--- src/rtl/alu_pkg.sv ---
// Shared types for the sequential ALU: opcodes, FSM states, flag bundle.
// Imported by seq_alu and muldiv_iter.
package alu_pkg;

  typedef enum logic [2:0] {
    OP_ADD = 3'b000,
    OP_SUB = 3'b001,
    OP_MUL = 3'b010,
    OP_DIV = 3'b011,
    OP_MOD = 3'b100,
    OP_AND = 3'b101,
    OP_OR  = 3'b110,
    OP_XOR = 3'b111
  } op_t;

  typedef enum logic [1:0] {
    S_IDLE,
    S_CALC,
    S_FIN
  } state_t;

  typedef struct packed {
    logic n;
    logic z;
    logic c;
    logic v;
  } flags_t;

  function automatic logic isIter(op_t o);
    return (o == OP_MUL) || (o == OP_DIV) ||
           (o == OP_MOD);
  endfunction

endpackage

--- src/rtl/muldiv_iter.sv ---
// Iterative shift-add multiplier / restoring divider sharing one register pair.
// Ports: clk, rst, load, mode(0=mul,1=div), a, b -> prod_lo/hi, quot, rem, last.
import alu_pkg::*;

module muldiv_iter #(
  parameter int WIDTH = 8
) (
  input  logic             clk,
  input  logic             rst,
  input  logic             load,
  input  logic             mode,
  input  logic [WIDTH-1:0] a,
  input  logic [WIDTH-1:0] b,
  output logic [WIDTH-1:0] prod_lo,
  output logic [WIDTH-1:0] prod_hi,
  output logic [WIDTH-1:0] quot,
  output logic [WIDTH-1:0] rem,
  output logic             last
);

  localparam int CW = $clog2(WIDTH);

  // accReg: product high half / partial remainder
  // shReg : multiplier then product low half / dividend then quotient
  logic [WIDTH-1:0] accReg;
  logic [WIDTH-1:0] shReg;
  logic [WIDTH-1:0] opndReg;
  logic             modeReg;
  logic             run;
  logic [CW-1:0]    cnt;

  logic [WIDTH:0]   mulSum;
  logic [WIDTH:0]   divShift;
  logic [WIDTH:0]   divTrial;
  logic             divFits;
  logic [WIDTH-1:0] nextAcc;
  logic [WIDTH-1:0] nextSh;

  always_comb begin
    mulSum   = {1'b0, accReg} +
               (shReg[0] ? {1'b0, opndReg}
                         : {(WIDTH+1){1'b0}});
    divShift = {accReg, shReg[WIDTH-1]};
    divTrial = divShift - {1'b0, opndReg};
    divFits  = divShift >= {1'b0, opndReg};
    nextAcc  = accReg;
    nextSh   = shReg;
    if (modeReg) begin
      // restoring step: keep the subtraction only if it fits
      nextAcc = divFits ? divTrial[WIDTH-1:0]
                        : divShift[WIDTH-1:0];
      nextSh  = {shReg[WIDTH-2:0], divFits};
    end else begin
      // shift the {sum, multiplier} pair right by one
      nextAcc = mulSum[WIDTH:1];
      nextSh  = {mulSum[0], shReg[WIDTH-1:1]};
    end
  end

  assign last = run && (cnt == CW'(WIDTH-1));

  always_ff @(posedge clk or posedge rst) begin
    if (rst) begin
      accReg  <= '0;
      shReg   <= '0;
      opndReg <= '0;
      modeReg <= 1'b0;
      run     <= 1'b0;
      cnt     <= '0;
    end else if (load) begin
      accReg  <= '0;
      shReg   <= a;
      opndReg <= b;
      modeReg <= mode;
      run     <= 1'b1;
      cnt     <= '0;
    end else if (run) begin
      accReg <= nextAcc;
      shReg  <= nextSh;
      cnt    <= cnt + 1'b1;
      if (last) run <= 1'b0;
    end
  end

  assign prod_lo = shReg;
  assign prod_hi = accReg;
  assign quot    = shReg;
  assign rem     = accReg;

endmodule

--- src/rtl/seq_alu.sv ---
// Multi-cycle ALU with start/busy/done handshake and registered NZCV + div-by-zero.
// Ports: clk, rst, start, op, a, b, ci -> busy, done, out, negativo, cero, acarreo, desbordamiento, div_cero.
import alu_pkg::*;

module seq_alu #(
  parameter int WIDTH = 8
) (
  input  logic             clk,
  input  logic             rst,
  input  logic             start,
  input  logic [2:0]       op,
  input  logic [WIDTH-1:0] a,
  input  logic [WIDTH-1:0] b,
  input  logic             ci,
  output logic             busy,
  output logic             done,
  output logic [WIDTH-1:0] out,
  output logic             negativo,
  output logic             cero,
  output logic             acarreo,
  output logic             desbordamiento,
  output logic             div_cero
);

  state_t state;
  state_t nextState;

  logic [WIDTH-1:0] aReg;
  logic [WIDTH-1:0] bReg;
  logic             ciReg;
  op_t              opReg;

  op_t  opIn;
  logic accept;
  logic useIter;
  logic loadMd;
  logic mdMode;

  logic [WIDTH-1:0] prodLo;
  logic [WIDTH-1:0] prodHi;
  logic [WIDTH-1:0] quotV;
  logic [WIDTH-1:0] remV;
  logic             mdLast;

  logic [WIDTH:0]   addFull;
  logic [WIDTH:0]   subFull;
  logic [WIDTH-1:0] resVal;
  logic             cFlag;
  logic             vFlag;
  logic             opDz;
  flags_t           flg;

  assign busy = (state != S_IDLE);

  always_comb begin
    opIn    = op_t'(op);
    accept  = start && (state == S_IDLE);
    // DIV/MOD by zero skips the iterative datapath
    useIter = isIter(opIn) &&
              !((opIn != OP_MUL) && (b == '0));
    loadMd  = accept && useIter;
    mdMode  = (opIn != OP_MUL);
  end

  always_comb begin
    nextState = state;
    unique case (state)
      S_IDLE:
        if (accept)
          nextState = useIter ? S_CALC : S_FIN;
      S_CALC:
        if (mdLast) nextState = S_FIN;
      S_FIN:
        nextState = S_IDLE;
      default:
        nextState = S_IDLE;
    endcase
  end

  always_ff @(posedge clk or posedge rst) begin
    if (rst) state <= S_IDLE;
    else     state <= nextState;
  end

  always_ff @(posedge clk or posedge rst) begin
    if (rst) begin
      aReg  <= '0;
      bReg  <= '0;
      ciReg <= 1'b0;
      opReg <= OP_ADD;
    end else if (accept) begin
      aReg  <= a;
      bReg  <= b;
      ciReg <= ci;
      opReg <= opIn;
    end
  end

  muldiv_iter #(
    .WIDTH(WIDTH)
  ) uMd (
    .clk    (clk),
    .rst    (rst),
    .load   (loadMd),
    .mode   (mdMode),
    .a      (a),
    .b      (b),
    .prod_lo(prodLo),
    .prod_hi(prodHi),
    .quot   (quotV),
    .rem    (remV),
    .last   (mdLast)
  );

  always_comb begin
    addFull = {1'b0, aReg} + {1'b0, bReg} +
              {{WIDTH{1'b0}}, ciReg};
    subFull = {1'b0, aReg} - {1'b0, bReg};
    opDz    = ((opReg == OP_DIV) ||
               (opReg == OP_MOD)) && (bReg == '0);
    resVal  = '0;
    cFlag   = 1'b0;
    vFlag   = 1'b0;
    unique case (opReg)
      OP_ADD: begin
        resVal = addFull[WIDTH-1:0];
        cFlag  = addFull[WIDTH];
        vFlag  = (aReg[WIDTH-1] == bReg[WIDTH-1]) &&
                 (resVal[WIDTH-1] != aReg[WIDTH-1]);
      end
      OP_SUB: begin
        resVal = subFull[WIDTH-1:0];
        cFlag  = ~subFull[WIDTH];
        vFlag  = (aReg[WIDTH-1] != bReg[WIDTH-1]) &&
                 (resVal[WIDTH-1] != aReg[WIDTH-1]);
      end
      OP_MUL: begin
        resVal = prodLo;
        vFlag  = |prodHi;
      end
      OP_DIV: resVal = opDz ? '1 : quotV;
      OP_MOD: resVal = opDz ? aReg : remV;
      OP_AND: resVal = aReg & bReg;
      OP_OR:  resVal = aReg | bReg;
      OP_XOR: resVal = aReg ^ bReg;
      default: resVal = '0;
    endcase
    flg.n = resVal[WIDTH-1];
    flg.z = (resVal == '0);
    flg.c = cFlag;
    flg.v = vFlag;
  end

  always_ff @(posedge clk or posedge rst) begin
    if (rst) begin
      done           <= 1'b0;
      out            <= '0;
      negativo       <= 1'b0;
      cero           <= 1'b0;
      acarreo        <= 1'b0;
      desbordamiento <= 1'b0;
      div_cero       <= 1'b0;
    end else begin
      done <= (state == S_FIN);
      if (state == S_FIN) begin
        out            <= resVal;
        negativo       <= flg.n;
        cero           <= flg.z;
        acarreo        <= flg.c;
        desbordamiento <= flg.v;
        div_cero       <= opDz;
      end
    end
  end

endmodule

--- config.mk ---
export PLATFORM = sky130hd
export DESIGN_NAME = seq_alu
export DESIGN_NICKNAME = d
export VERILOG_FILES = /design/src/rtl/alu_pkg.sv /design/src/rtl/muldiv_iter.sv /design/src/rtl/seq_alu.sv
export SDC_FILE = /design/constraint.sdc
export NUM_CORES = 1
export LEC_CHECK = 0
export ABC_AREA = 0
export BUFFER_PORTS_ARGS = -buffer_cell sky130_fd_sc_hd__buf_2
export CAP_MARGIN = 20
export CORE_ASPECT_RATIO = 1.4
export CORE_MARGIN = 1
export CORE_UTILIZATION = 40
export CTS_CLUSTER_DIAMETER = 60
export CTS_CLUSTER_SIZE = 16
export DETAILED_ROUTE_END_ITERATION = 6
export SYNTH_ARGS = -nofsm -noshare
export SYNTH_HDL_FRONTEND = slang
export SYNTH_SLANG_ARGS = --single-unit
--- constraint.sdc ---
create_clock -name clk -period 3.74 [get_ports clk]
set_input_delay 0.748 -clock clk [delete_from_list [all_inputs] [get_ports clk]]
set_output_delay 0.748 -clock clk [all_outputs]
set_load 0.01 [all_outputs]
### After elaboration in Yosys (flattened, before gate mapping)

Cells that the tools add are included.

* memories kept: 0
* latch bits: 0
* output and inout bits: 15
* ROM bits: 0
* register bits: 65
* bits in writable memories: 0

* reduce and logical (&&, ||, !) cells: 21
* multiplexer cells: 22
* equality and inequality tests: 20
* bitwise operators: 4
* div/mod/pow operators: 0
* order comparisons: 1
* $mul: 0
* add/subtract/negate cells: 6
* shift operators: 0

Operators by type and width (number)
* $mux 8: 10
* $pmux 8 s8: 1
* $logic_not 8->1: 3
* $add 8x8->9: 2
* $eq 3x3->1 const B: 6
* $eq 3x2->1 const B: 4
* $add 9x1->9: 1
* $ge 9x8->1: 1
* $sub 8x8->9: 1
* $and 8x8->8: 1
* $logic_and 1x1->1: 8
* $or 8x8->8: 1
* $reduce_or 8->1: 1
* $sub 8x8->8: 1
* $xor 8x8->8: 1
* $mux 2: 3
* $mux 3: 2
* $ne 2x2->1 const B: 2
* $pmux 2 s2: 1
* $reduce_bool 2->1: 2
* $add 3x1->3 const B: 1
* $eq 3x1->1 const B: 1
* $logic_not 3->1: 1
* $logic_or 1x1->1: 3
* other kinds (12): 16

### Logic depth before layout (Yosys ltp)

* word-level depth: 7
* gate-level depth with buffers: 12
* mapped depth without buffers: 11

### Modules after synthesis

Synthesis repeated with hierarchy kept, for this count alone.

* cell total of the unflattened synthesis: 631
* area total of the unflattened synthesis: 5260.0 um2

Modules (own cells, without submodules)
* seq_alu: times used 1, cells each 362, seq. area each 875.8 um2, area an instance 2944.1 um2
* muldiv_iter: times used 1, cells each 269, seq. area each 725.7 um2, area an instance 2316.0 um2

### Worst setup path before layout

OpenSTA, ideal clock, no wires.

* kind: reg-to-reg
* start point: register bReg[0]
* end point: register cero
* path buffers: 0
* data arrival time: 2.496 ns
* period minus slack after synthesis: 2.600 ns
* library setup time: 0.104 ns
* data required time: 3.636 ns
* setup slack: 1.140 ns
* stages on the path, launching flop included: 12
* cell sequence: dfrtp_1 -> inv_1 -> fa_1 -> inv_1 -> fa_1 -> a21o_1 -> a21oi_2 -> o21ai_1 -> or3_1 -> and2_1 -> and3_1 -> o41ai_2

* longest elaborated chain between the ends: 5
* elaborated cells between the ends (all ways): 12
* those cells by class: 3 x add/sub; 3 x mux; 3 x bitwise; 3 x reduce/logical

Ends and longest elaborated chain
* start, declared: line seq_alu.sv:29 `logic [WIDTH-1:0] bReg;`
* start signal, assigned: line seq_alu.sv:88 `bReg <= '0;`
* start signal, assigned: line seq_alu.sv:93 `bReg <= b;`
* branches (longest 3 deep; another with $add 8x8->9)
* $pmux 8 s8 (*): line seq_alu.sv:124 `unique case (opReg)`
* $logic_not 8->1 (*): line seq_alu.sv:149 `flg.z = (resVal == '0);`
* end signal, assigned: line seq_alu.sv:168 `cero <= flg.z;`
* end, declared: line seq_alu.sv:19 `output logic cero,`

Every way passes the cells marked *.
A chain may end at the register's enable or synchronous reset.

### Worst setup path after layout

Ends and elaborated chain as after synthesis.

==> qor.csv <==
stage,metric,value,unit
clock_tree,Sink Count,64,
worst_hold_path,Worst Hold Launch,out[2],
clock_tree,root buffer cell,clkbuf_16,
floorplanning,Core Box Area,12300,µm²
synthesis,yosys warns,0,
clock_tree,clock latency at the later pin of the worst-skew pair,340,ps
synthesis,"area leader, netlist",dfrtp_1,
synthesis,top-count cell post-synth,nand2_1,
worst_setup_path,startpoint class of the critical path,flip-flop,
synthesis,Syn Inst Count,609,
synthesis,Commonest cells post-synth,"75 x nand2_1, 64 x dfrtp_1, 63 x o21ai_0",
synthesis,unique cell type count in the Yosys netlist,66,
worst_setup_path,worst r2r src,bReg[0],
synthesis,Post-synth ARST share,100,%
clock_tree,clock buffer depth,2,
synthesis,sequential-to-total area share from yosys stat,31.7,%
sta,total negative slack,0,ps
route,Vias,4550,
worst_setup_path,CP Capture Type,flip-flop,
sta,RSZ-0062 raised after global routing,false,
synthesis,register bit count reported by yosys,64,
route,Remaining DRCs,0,
sta,Tcrit/Tclk final,76.4,%
sta,Tmin final,2860,ps
sta,actual slew at the worst max-slew pin,920,ps
worst_hold_path,hold path depth,2,
sta,Worst Slack Setup Final,884,ps
clock_tree,cts hold-fix bufs,0,
sta,# setup viols final,0,
placed_design,port bufs,37,
power_and_ir_drop,maximum vdd drop,0.000436,V
clock_tree,post-cts gate resize count,0,
synthesis,top_reg_cell synth,dfrtp_1,
synthesis,net count after synthesis,679,
worst_setup_path,r2r endpoint,cero,
finish,Inserted Diodes,0,
clock_tree,H-tree Lvls,3,
floorplanning,Placement Rows,48,
worst_hold_path,worst min-delay path category,reg2reg,
route,Pre-antenna DRT Iters,5,
floorplanning,initial core utilization,41.1,%
sta,"Hold Vio Cnt, Final",0,
synthesis,Post-Syn Area,5060,µm²
worst_setup_path,CP Class,reg2reg,
grt,largest net degree at the start of global routing,39,
route,initial DRC count,195,
clock_tree,Num CTS Buffers,9,
route,WL final,14300,µm
route,ANT nets after route,0,
synthesis,Post-synth EDFFs,0,
finish,Filler cells,1236,
floorplanning,die span in y,135,µm
placed_design,post-place setup slack,891,ps
floorplanning,chip width,97.0,µm
grt,initial antenna violation count,0,
floorplanning,io pins,38,
sta,Max Freq,350,MHz
floorplanning,Die Footprint,13100,µm²
worst_setup_path,CP arrival,3090,ps
route,Via density,5.74,
placed_design,Routability Congestion,0.962,
sta,Worst Skew,7.52,ps
outcome,outcome,"complete, no violations",
grt,Total GRT Usage,22.7,%
finish,Final #Nets,708,
power_and_ir_drop,PD cells,1090,nW/µm²
finish,area growth from synthesis to layout,11.4,%
route,DR WL/cell,18.0,µm
placed_design,Detail Placement HPWL,11000,µm
sta,fin. max-slew vios,0,
worst_setup_path,Max Fanout on Critical Path,5,
synthesis,Area contributors post-synth,"dfrtp_1 32%, ha_1 10%, o21ai_0 6.2%",
worst_setup_path,Critical Path RT,3980,ps
job,maxcap violations,0,
clock_tree,CTS tree,yes,
finish,fraction of layout cells with a size suffix above 1,13.2,%
synthesis,post-synthesis area per instance,8.30,µm²
power_and_ir_drop,Leak Pwr,2.57,nW
worst_setup_path,length in cells of the worst reg-to-reg path,11,
synthesis,post-synth top area share,31.7,%
worst_setup_path,R2R Setup Slk,880,ps
clock_tree,clock-pin transition on the worst setup and hold timing paths,60,ps
grt,first-pass GRT wire length,23300,µm
clock_tree,setup repair bufs after CTS,0,
grt,gr ovfl total,0,
worst_hold_path,hold worst-path end,out[2],
sta,max_slew headroom,38.6,%
grt,vias in the first global route,4671,
## state kept, by name, indices dropped and copies added, names as in the netlist
| signal | cells |
|---|---|
| cero | 1 |
| ciReg | 1 |
| aReg | 8 |
| desbordamiento | 1 |
| uMd.opndReg | 8 |
| uMd.run | 1 |
| uMd.cnt | 3 |
| uMd.prod_hi | 8 |
| uMd.prod_lo | 8 |
| bReg | 8 |
| div_cero | 1 |
| opReg | 3 |
| out | 8 |
| done | 1 |
| acarreo | 1 |
| state | 2 |
| uMd.modeReg | 1 |
## worst max-delay path by stage
| stage | slack [ps] | depth (start not counted) | startpoint | endpoint |
|---|---|---|---|---|
| 6_report | 880 | 11 | bReg[0] | cero |
| 3_3_place_gp | 980 | 11 | bReg[0] | cero |
| 4_1_cts | 870 | 11 | bReg[0] | cero |
| 3_5_place_dp | 890 | 11 | bReg[0] | cero |
| 5_1_grt | 750 | 11 | bReg[0] | cero |
| 2_1_floorplan | 1140 | 11 | bReg[0] | cero |
## placed cells by master, fill, tap and decap left out, types with 7 or more instances in the layout
cell,Yosys,layout
nand2_1,75,75
dfrtp_1,64,64
o21ai_0,63,63
inv_1,46,45
a21oi_1,42,42
ha_1,42,42
buf_2,7,37
nor2_1,37,36
mux2i_1,15,15
xnor2_1,14,14
nor3_1,13,13
o211ai_1,12,12
a31oi_1,11,11
nand3_1,11,11
nor2b_1,10,10
nand2b_1,9,9
o21ai_1,9,9
and2_1,9,9
clkbuf_16,0,9
buf_4,2,9
a211oi_1,8,8
mux2_2,7,7
## metal layers
metal  GRT usage, %  up-vias  wire, µm
met5              0        -         0
met4           14.8        0       751
met3           3.26       45       530
met2           41.2      136      7410
met1           24.5     2157      5590
li1               -     2212         -
## where the power goes
| group | switching (W) | leakage, nW | internal (W) |
|---|---|---|---|
| registers | 0.000533 | 0.788 | 0.00102 |
| clock network | 0.000309 | 0.128 | 0.000463 |
| logic | 0.00214 | 1.66 | 0.00164 |
## cell type report
class	instances	area (µm²)	share of cell area, %
clock buffers	11	243	4.31
clock inverters	5	32.5	0.578
repair buffers	46	253	4.49
inverters	47	176	3.13
well taps	150	188	3.33
flip-flops and latches	64	1600	28.4
multi-input cells	470	3140	55.7
## worst max-delay path, cell delays in order (launching register included)
cell and delay, ps:
dfrtp_1 450, inv_1 160, fa_1 220, inv_1 60
fa_1 410, a21o_1 190, a21oi_2 170, o21ai_1 120
or3_1 300, and2_1 150, and3_1 190, o41ai_2 320
## stage by stage
stage / util, % / std cells / hold slack, ps / cell area [µm²] / power, W
6_report: 45.7 / 793 / 466 / 5630 / 0.00611
5_1_grt: 45.7 / 793 / 492 / 5630 / 0.00669
4_1_cts: 45.7 / 793 / 474 / 5630 / 0.00612
3_5_place_dp: 43.5 / 777 / 461 / 5360 / 0.00531
3_3_place_gp: 43.5 / 777 / 452 / 5360 / 0.00524
2_1_floorplan: - / 609 / 436 / 5060 / 0.00436
## cells by family after synthesis
logic type / Yosys count / share of synthesized area, %
muxes: 22 / 4.53
and+or+nand+nor: 197 / 19.5
DFF: 64 / 31.7
AOI/OAI and AO/OA: 188 / 22.8
xor gates and xnor gates: 16 / 2.77
buffers and inverters: 75 / 6.33
adders and majority gates: 47 / 12.4
Power figures use the tool's default switching activity.
